==> src/rtl/mul_seq.sv <==
// Unsigned shift-and-add multiplier, BW (4..32) operand width; done/product BW edges after the accepting edge.
// No backpressure: start is taken only in IDLE and ignored while busy or done.
module mul_seq #(
  parameter int BW = 16
) (
  input  logic            clk,
  input  logic            rst_n,
  input  logic            start,
  input  logic [BW-1:0]   a,
  input  logic [BW-1:0]   b,
  output logic            busy,
  output logic            done,
  output logic [2*BW-1:0] product
);

  localparam int CW = $clog2(BW);
  localparam logic [CW-1:0] LAST = CW'(BW - 1);

  typedef enum logic [1:0] {
    IDLE = 2'd0,
    RUN  = 2'd1,
    DONE = 2'd2
  } state_t;

  state_t            state_q, state_d;
  logic [BW-1:0]     m_q, m_d;
  logic [BW-1:0]     q_q, q_d;
  logic [BW-1:0]     p_q, p_d;
  logic              c_q, c_d;
  logic [CW-1:0]     count_q, count_d;
  logic [2*BW-1:0]   product_q, product_d;
  logic [BW:0]       sum;

  always_comb begin
    state_d   = state_q;
    m_d       = m_q;
    q_d       = q_q;
    p_d       = p_q;
    c_d       = c_q;
    count_d   = count_q;
    product_d = product_q;
    // The carry is cleared after every shift, so this add never overflows BW+1 bits.
    sum       = {c_q, p_q} + {1'b0, (q_q[0] ? m_q : {BW{1'b0}})};

    case (state_q)
      IDLE: begin
        if (start) begin
          m_d     = a;
          q_d     = b;
          p_d     = '0;
          c_d     = 1'b0;
          count_d = '0;
          state_d = RUN;
        end
      end
      RUN: begin
        p_d = sum[BW:1];
        q_d = {sum[0], q_q[BW-1:1]};
        c_d = 1'b0;
        if (count_q == LAST) begin
          product_d = {sum[BW:1], sum[0], q_q[BW-1:1]};
          state_d   = DONE;
        end else begin
          count_d = count_q + CW'(1);
        end
      end
      DONE: begin
        state_d = IDLE;
      end
      default: begin
        state_d = IDLE;
      end
    endcase
  end

  always_ff @(posedge clk) begin
    if (!rst_n) begin
      state_q   <= IDLE;
      m_q       <= '0;
      q_q       <= '0;
      p_q       <= '0;
      c_q       <= 1'b0;
      count_q   <= '0;
      product_q <= '0;
    end else begin
      state_q   <= state_d;
      m_q       <= m_d;
      q_q       <= q_d;
      p_q       <= p_d;
      c_q       <= c_d;
      count_q   <= count_d;
      product_q <= product_d;
    end
  end

  assign busy    = (state_q == RUN);
  assign done    = (state_q == DONE);
  assign product = product_q;

endmodule

==> config.mk <==
export PLATFORM = sky130hd
export DESIGN_NAME = mul_seq
export DESIGN_NICKNAME = d
export VERILOG_FILES = /design/src/rtl/mul_seq.sv
export SDC_FILE = /design/constraint.sdc
export NUM_CORES = 1
export LEC_CHECK = 0
export ABC_AREA = 1
export ABC_CLOCK_PERIOD_IN_PS = 2900
export CORE_UTILIZATION = 54
export DETAILED_ROUTE_END_ITERATION = 10
export GPL_ROUTABILITY_DRIVEN = 0
export PLACE_DENSITY = 0.8
export SLEW_MARGIN = 20
export SYNTH_ARGS = -nofsm -noshare
export SYNTH_HDL_FRONTEND = slang
export SYNTH_SLANG_ARGS = --single-unit
==> constraint.sdc <==
create_clock -name clk -period 2.9 [get_ports clk]
set_input_delay 0.58 -clock clk [delete_from_list [all_inputs] [get_ports clk]]
set_output_delay 0.58 -clock clk [all_outputs]
set_load 0.1 [all_outputs]
==> flow_metrics.tcl, run 1 <==
set metrics [dict create \
    status "completed" \
    wl_met3_um 430 \
    cts-htree-levels 3 \
    timing.slew.headroom 0.631 \
    synthFlopType "dfxtp_1" \
    dp_hpwl_um 7230 \
    syn_inst 637 \
    grt_max_degree 40 \
    drv_cap 0 \
    yosysWarnings 0 \
    maxSlewViolCount 0 \
    cts_root_buffer "clkbuf_8" \
    critical_path_arrival_ps 2480 \
    worst_slew_pin_slew_ps 553 \
    synth_edf_count 0 \
    syn-num-nets 690 \
    crit_path_frequent_cell "nand2_1" \
    cts_setup_buffers 0 \
    fin_tns_setup_ps 0 \
    cp_data_required_time_ps 3190 \
    fin_area_um2 5200 \
    diodes 0 \
    slowest_delay_ps 680 \
    ioPinCount 69 \
    synth_area_um2 4320 \
    initial_core_util 0.558 \
    hold_class "register to register" \
    placed_cell_area_um2 4980 \
    cts_resized 0 \
    vias 4051 \
    synthArstFlopShare 0 \
    critical_path.top_delay_family "flip-flops" \
    postCtsHoldBufs 0 \
    cts.sinks 86 \
    drt-met1-wl_um 4470 \
    finClkSkew_ps 9.46 \
    core_area_um2 7730 \
    ys_seq_area_frac 0.399 \
    hold_violations 0 \
    dieArea_um2 8350 \
    crit_path_top_delay_cell "dfxtp_1" \
    grt_antenna_before_repair 0 \
    numCtsBuffers 9 \
    wl_per_cell_um 12.3 \
    grt.total_usage 0.250 \
    reg2reg_slack_ps 710 \
    insertion_delay_ps 370 \
    power_density_nw_per_um2 476 \
    path_cells "nand2_1 > inv_1 > ha_1 > or2_1 > nand3_1 > nand2_1 > xor2_1 > nand2_1 > a21oi_1" \
    r2r_end "p_q[4]" \
    startpoint_type "register" \
    yosysUniqueCellTypes 32 \
    grt_overflow 0 \
    drt_iter0_markers 159 \
    drive_gt1_frac 0.103 \
    r2r_start "q_q[0]" \
    die_h_um 91.4 \
    clock_path_buffers 2 \
    wl_met2_um 4740 \
    top_layer "met4" \
    hp-start "q_q[6]" \
    drtAntennaViolNets 0 \
    reg2reg_depth 9 \
    fin_crit_sh 0.756 \
    rows 32 \
    die_w_um 91.4 \
    cts_tree "yes" \
    max_freq_ghz 0.456 \
    ir_worst_vdd_mv 0.308 \
    crit_buf_inv 1 \
    critPathCaptureType "register" \
    setup_viol 0 \
    nets 749 \
    syn_avg_cell_area_um2 6.77 \
    hold_depth 2 \
    vias_per_cell 5.05 \
    grt_pass1_wl_um 17000 \
    wl_um 9890 \
    syn_to_final_growth_pct 20.6 \
    grt_pass1_vias 3938 \
    crit_fanout 17 \
    ys_ff_latch 86 \
    clkSlewWorstSetupHoldPaths_ps 90 \
    drcViolationCount 0 \
    io_buffers 68 \
    grt_setup_unrepaired "no" \
    crit_type "register to register" \
    holdPathEnd "q_q[6]" \
    first_pass_iters 5 \
    post-route-min-period_ps 2190 \
    power_leakage_uw 0.00263 \
]
power by group:
| part | total, uW | switching [uW] | internal, uW |
|---|---|---|---|
| combinational | 277 | 161 | 116 |
| sequential | 1250 | 29.8 | 1220 |
| clock | 942 | 454 | 488 |
| total | 2470 | 646 | 1830 |
layout make-up:
class                           count  area, um2
Clock buffer                        9        124
Clock inverter                      6       93.8
Fill cell                         678       2520
Inverter                           93        349
Multi-Input combinational cell    430       2090
Sequential cell                    86       1720
Tap cell                          102        128
Timing Repair Buffer               76        693
worst reg2reg max path, delay by kind of cell (launching register included):
| family | cells | cell delay, ps |
|---|---|---|
| AO/OA/AOI/OAI | 1 | 160 |
| XOR/XNOR | 1 | 250 |
| adder cells (fa/ha/maj) | 1 | 270 |
| buffers and inverters | 1 | 100 |
| flip-flops | 1 | 680 |
| AND/OR/NAND/NOR | 5 | 650 |
logic make-up (layout without fill, tap and decap cells):
| family | after synthesis | in the layout | synth area share |
|---|---|---|---|
| flops | 86 | 86 | 0.399 |
| fa+ha+maj | 18 | 18 | 0.0539 |
| xor+xnor | 8 | 8 | 0.0162 |
| simple gates | 269 | 269 | 0.253 |
| buf+inv | 121 | 184 | 0.117 |
| compound gates | 135 | 135 | 0.161 |
routing by layer:
layer / global-route usage / vias to the layer above
met1: 0.300 / 1839
li1: - / 2108
met4: 0.116 / 0
met5: 0 / -
met3: 0.0360 / 25
met2: 0.438 / 79
worst max path at each step:
| stage | from | endpoint | cells past startpoint | slack [ps] |
|---|---|---|---|---|
| 2_1_floorplan | state_q[1] | done | 2 | 620 |
| 3_3_place_gp | q_q[0] | product[30] | 12 | 770 |
| 3_5_place_dp | q_q[0] | p_q[11] | 13 | 740 |
| 4_1_cts | q_q[0] | p_q[4] | 9 | 740 |
| 5_1_grt | q_q[0] | p_q[12] | 11 | 440 |
| 6_report | q_q[0] | p_q[4] | 9 | 710 |
registers in the layout (all words and copies together) (netlist names):
register,cells
product,32
m_q,16
p_q,16
q_q,16
count_q,4
state_q,2
metrics by stage:
stage               hold slack [ps]  power, uW  utilization  setup WS (ps)  cells
floorplan                       444       1450            -            620    637
global placement                452       1550        0.645            775    787
detailed placement              456       1560        0.645            745    787
CTS                             470       2480        0.673            736    802
global route                    489       2560        0.673            440    802
finish                          470       2470        0.673            708    802
cells in the final DEF, fill, tap and decap left out, drive strengths merged:
cell,instances
a21o,2
a21oi,72
a22oi,1
and2,2
buf,42
bufinv,2
clkbuf,9
clkdlybuf4s50,34
clkinv,1
clkinvlp,1
dfxtp,86
fa,1
ha,17
inv,95
nand2,158
nand3,21
nand3b,1
nand4,1
nor2,82
nor3,1
o21ai,58
o221ai,2
or2,3
xor2,8
cell usage after synthesis (2+ instances only):
library cell | number | area, um2
o21ai_1 | 6 | 30.0
a21o_1 | 2 | 15.0
buf_1 | 2 | 7.51
clkbuf_1 | 8 | 30.0
and2_1 | 2 | 12.5
nor2_4 | 4 | 45.0
inv_2 | 7 | 26.3
buf_6 | 3 | 33.8
nand2_1 | 157 | 589
xor2_1 | 8 | 70.1
buf_2 | 10 | 50.1
dfxtp_1 | 86 | 1720
o21ai_0 | 51 | 255
a21oi_1 | 72 | 360
inv_1 | 86 | 323
nor2_1 | 77 | 289
ha_1 | 17 | 213
nand3_1 | 21 | 105
buf_4 | 4 | 30.0
o221ai_1 | 2 | 17.5
No activity file was read; power rests on OpenSTA's default activity.
==> run 2, diff against run 1 <==
Settings changed: ABC_CLOCK_PERIOD_IN_PS 2900 to 2000, CORE_UTILIZATION 54 to 49, PLACE_DENSITY 0.8 to 0.77.
Clock period 2.9 ns to 2 ns, I/O delays scaled along.
==> flow_metrics.tcl, run 2 (synthesis gave the netlist of run 1 again) <==
set metrics [dict create \
    status "completed" \
    ir_worst_vdd_mv 0.360 \
    drive_gt1_frac 0.175 \
    hp-start "q_q[11]" \
    die_h_um 95.8 \
    regArea_um2 1720 \
    drt_iter0_markers 210 \
    crit_path_top_delay_cell "fa_2" \
    ioPinCount 69 \
    grt_max_degree 49 \
    crit_type "register to register" \
    cts_root_buffer "clkbuf_8" \
    largest_register_ffs 32 \
    vias 4233 \
    worst_slew_pin_slew_ps 401 \
    cp_data_required_time_ps 2310 \
    hold_class "register to register" \
    wl_per_cell_um 12.9 \
    dp_hpwl_um 7560 \
    timing.slew.headroom 0.730 \
    hold_violations 0 \
    r2r_start "q_q[0]" \
    fin_area_um2 5550 \
    post-route-min-period_ps 1920 \
    cts.sinks 86 \
    mostFrequentLayoutCells "145 x nand2_1, 85 x inv_1, 85 x dfxtp_1, 72 x nor2_1, 68 x a21oi_1" \
    drcViolationCount 0 \
    crit_start "q_q[0]" \
    cts-htree-levels 3 \
    critical_path.top_delay_family "adder cells" \
    layout.cells.non_filler 825 \
    place_inst 808 \
    clock_path_buffers 2 \
    crit_path_frequent_cell "nand2_1" \
    numCtsBuffers 9 \
    io_buffers 68 \
    first_pass_iters 5 \
    crit_buf_inv 2 \
    postCtsHoldBufs 0 \
    place_ws_ps 7.90 \
    die_w_um 95.8 \
    crit_fanout 10 \
    grt_overflow 0 \
    path_cells "buf_12 > nand2_2 > inv_2 > ha_4 > fa_2 > nand2_1 > nand2_1 > nand3_1 > nand2_2 > xor2_1 > nand2_1 > a21oi_1" \
    diodes 0 \
    multiInputGateArea_um2 2250 \
    setup_viol 0 \
    core_area_um2 8380 \
    utilization 0.662 \
    insertion_delay_ps 370 \
    drtAntennaViolNets 0 \
    slowest_delay_ps 360 \
    maxSlewViolCount 0 \
    grt.total_usage 0.242 \
    cts_tree "yes" \
    placed_cell_area_um2 5190 \
    max_freq_ghz 0.521 \
    dieArea_um2 9190 \
    initial_core_util 0.515 \
    power_density_nw_per_um2 635 \
    syn_to_final_growth_pct 28.6 \
    startpoint_type "register" \
    vias_per_cell 5.13 \
    grt_antenna_before_repair 0 \
    nets 768 \
    fillerInstances 737 \
    fin_crit_sh 0.960 \
    power_leakage_uw 0.00272 \
    clkSlewWorstSetupHoldPaths_ps 100 \
    rows 33 \
    layout_commonest_cell "nand2_1" \
    critPathCaptureType "register" \
    wl_um 10700 \
    drv_cap 0 \
    grt_pass1_vias 3969 \
    whs_ps 466 \
    finClkSkew_ps 14.1 \
    worst_slack_ps 80.2 \
    critical_path_arrival_ps 2230 \
    grt_pass1_wl_um 17200 \
]
## run 2: cell types whose count changed in the layout (fill, tap and decap cells not counted), sizes merged
cell,previous run,this run
buf,42,61
clkbuf,9,10
clkinvlp,1,3
bufinv,2,1
clkinv,1,0
## run 2: where the power goes
group | internal [uW] | switching, uW | total [uW]
clock | 586 | 663 | 1250
sequential | 1780 | 38.4 | 1810
combinational | 209 | 254 | 463
total | 2570 | 955 | 3530
## run 2: through the flow
step | setup TNS (ps) | total power [uW]
floorplan | -5.47 | 2110
global placement | 0 | 2290
detailed placement | 0 | 2300
CTS | 0 | 3540
global route | -81.7 | 3680
finish | 0 | 3530
## run 2: path summary, 6_finish.rpt
path / endpoint / slack (ps) / depth (start not counted)
hold reg to reg: q_q[11] / 470 / 2
setup reg to reg: p_q[5] / 80 / 12
hold / removal: q_q[11] / 470 / 2
setup / recovery: p_q[5] / 80 / 12
## run 2: final cells by class
cell class	count	area share
multi-input cells	430	0.406
well taps	105	0.0237
clock buffers	10	0.0230
repair buffers	95	0.162
clock inverters	6	0.0126
inverters	93	0.0629
flip-flops and latches	86	0.310
## run 2: layer usage
layer,vias up,GRT usage,part of all wire
met5,-,0,0
met2,117,0.417,0.49
met3,30,0.0419,0.043
li1,2151,-,-
met4,0,0.117,0.030
met1,1935,0.290,0.44
## run 2: worst reg2reg max path, delay by kind of cell (launching register included)
family	cells	cell delay, ps
AND/OR/NAND/NOR	6	460
flip-flops	1	340
adder cells (fa/ha/maj)	2	510
buffers and inverters	2	170
AO/OA/AOI/OAI	1	150
XOR/XNOR	1	230
## run 2: repair_timing
action | 4_1_cts | 5_1_grt
hold endpoints to repair | 0 | 0
pin swaps | 2 | 8
buffers inserted | 1 | 0
setup endpoints to repair | 2 | 21
gates resized for setup | 4 | 31
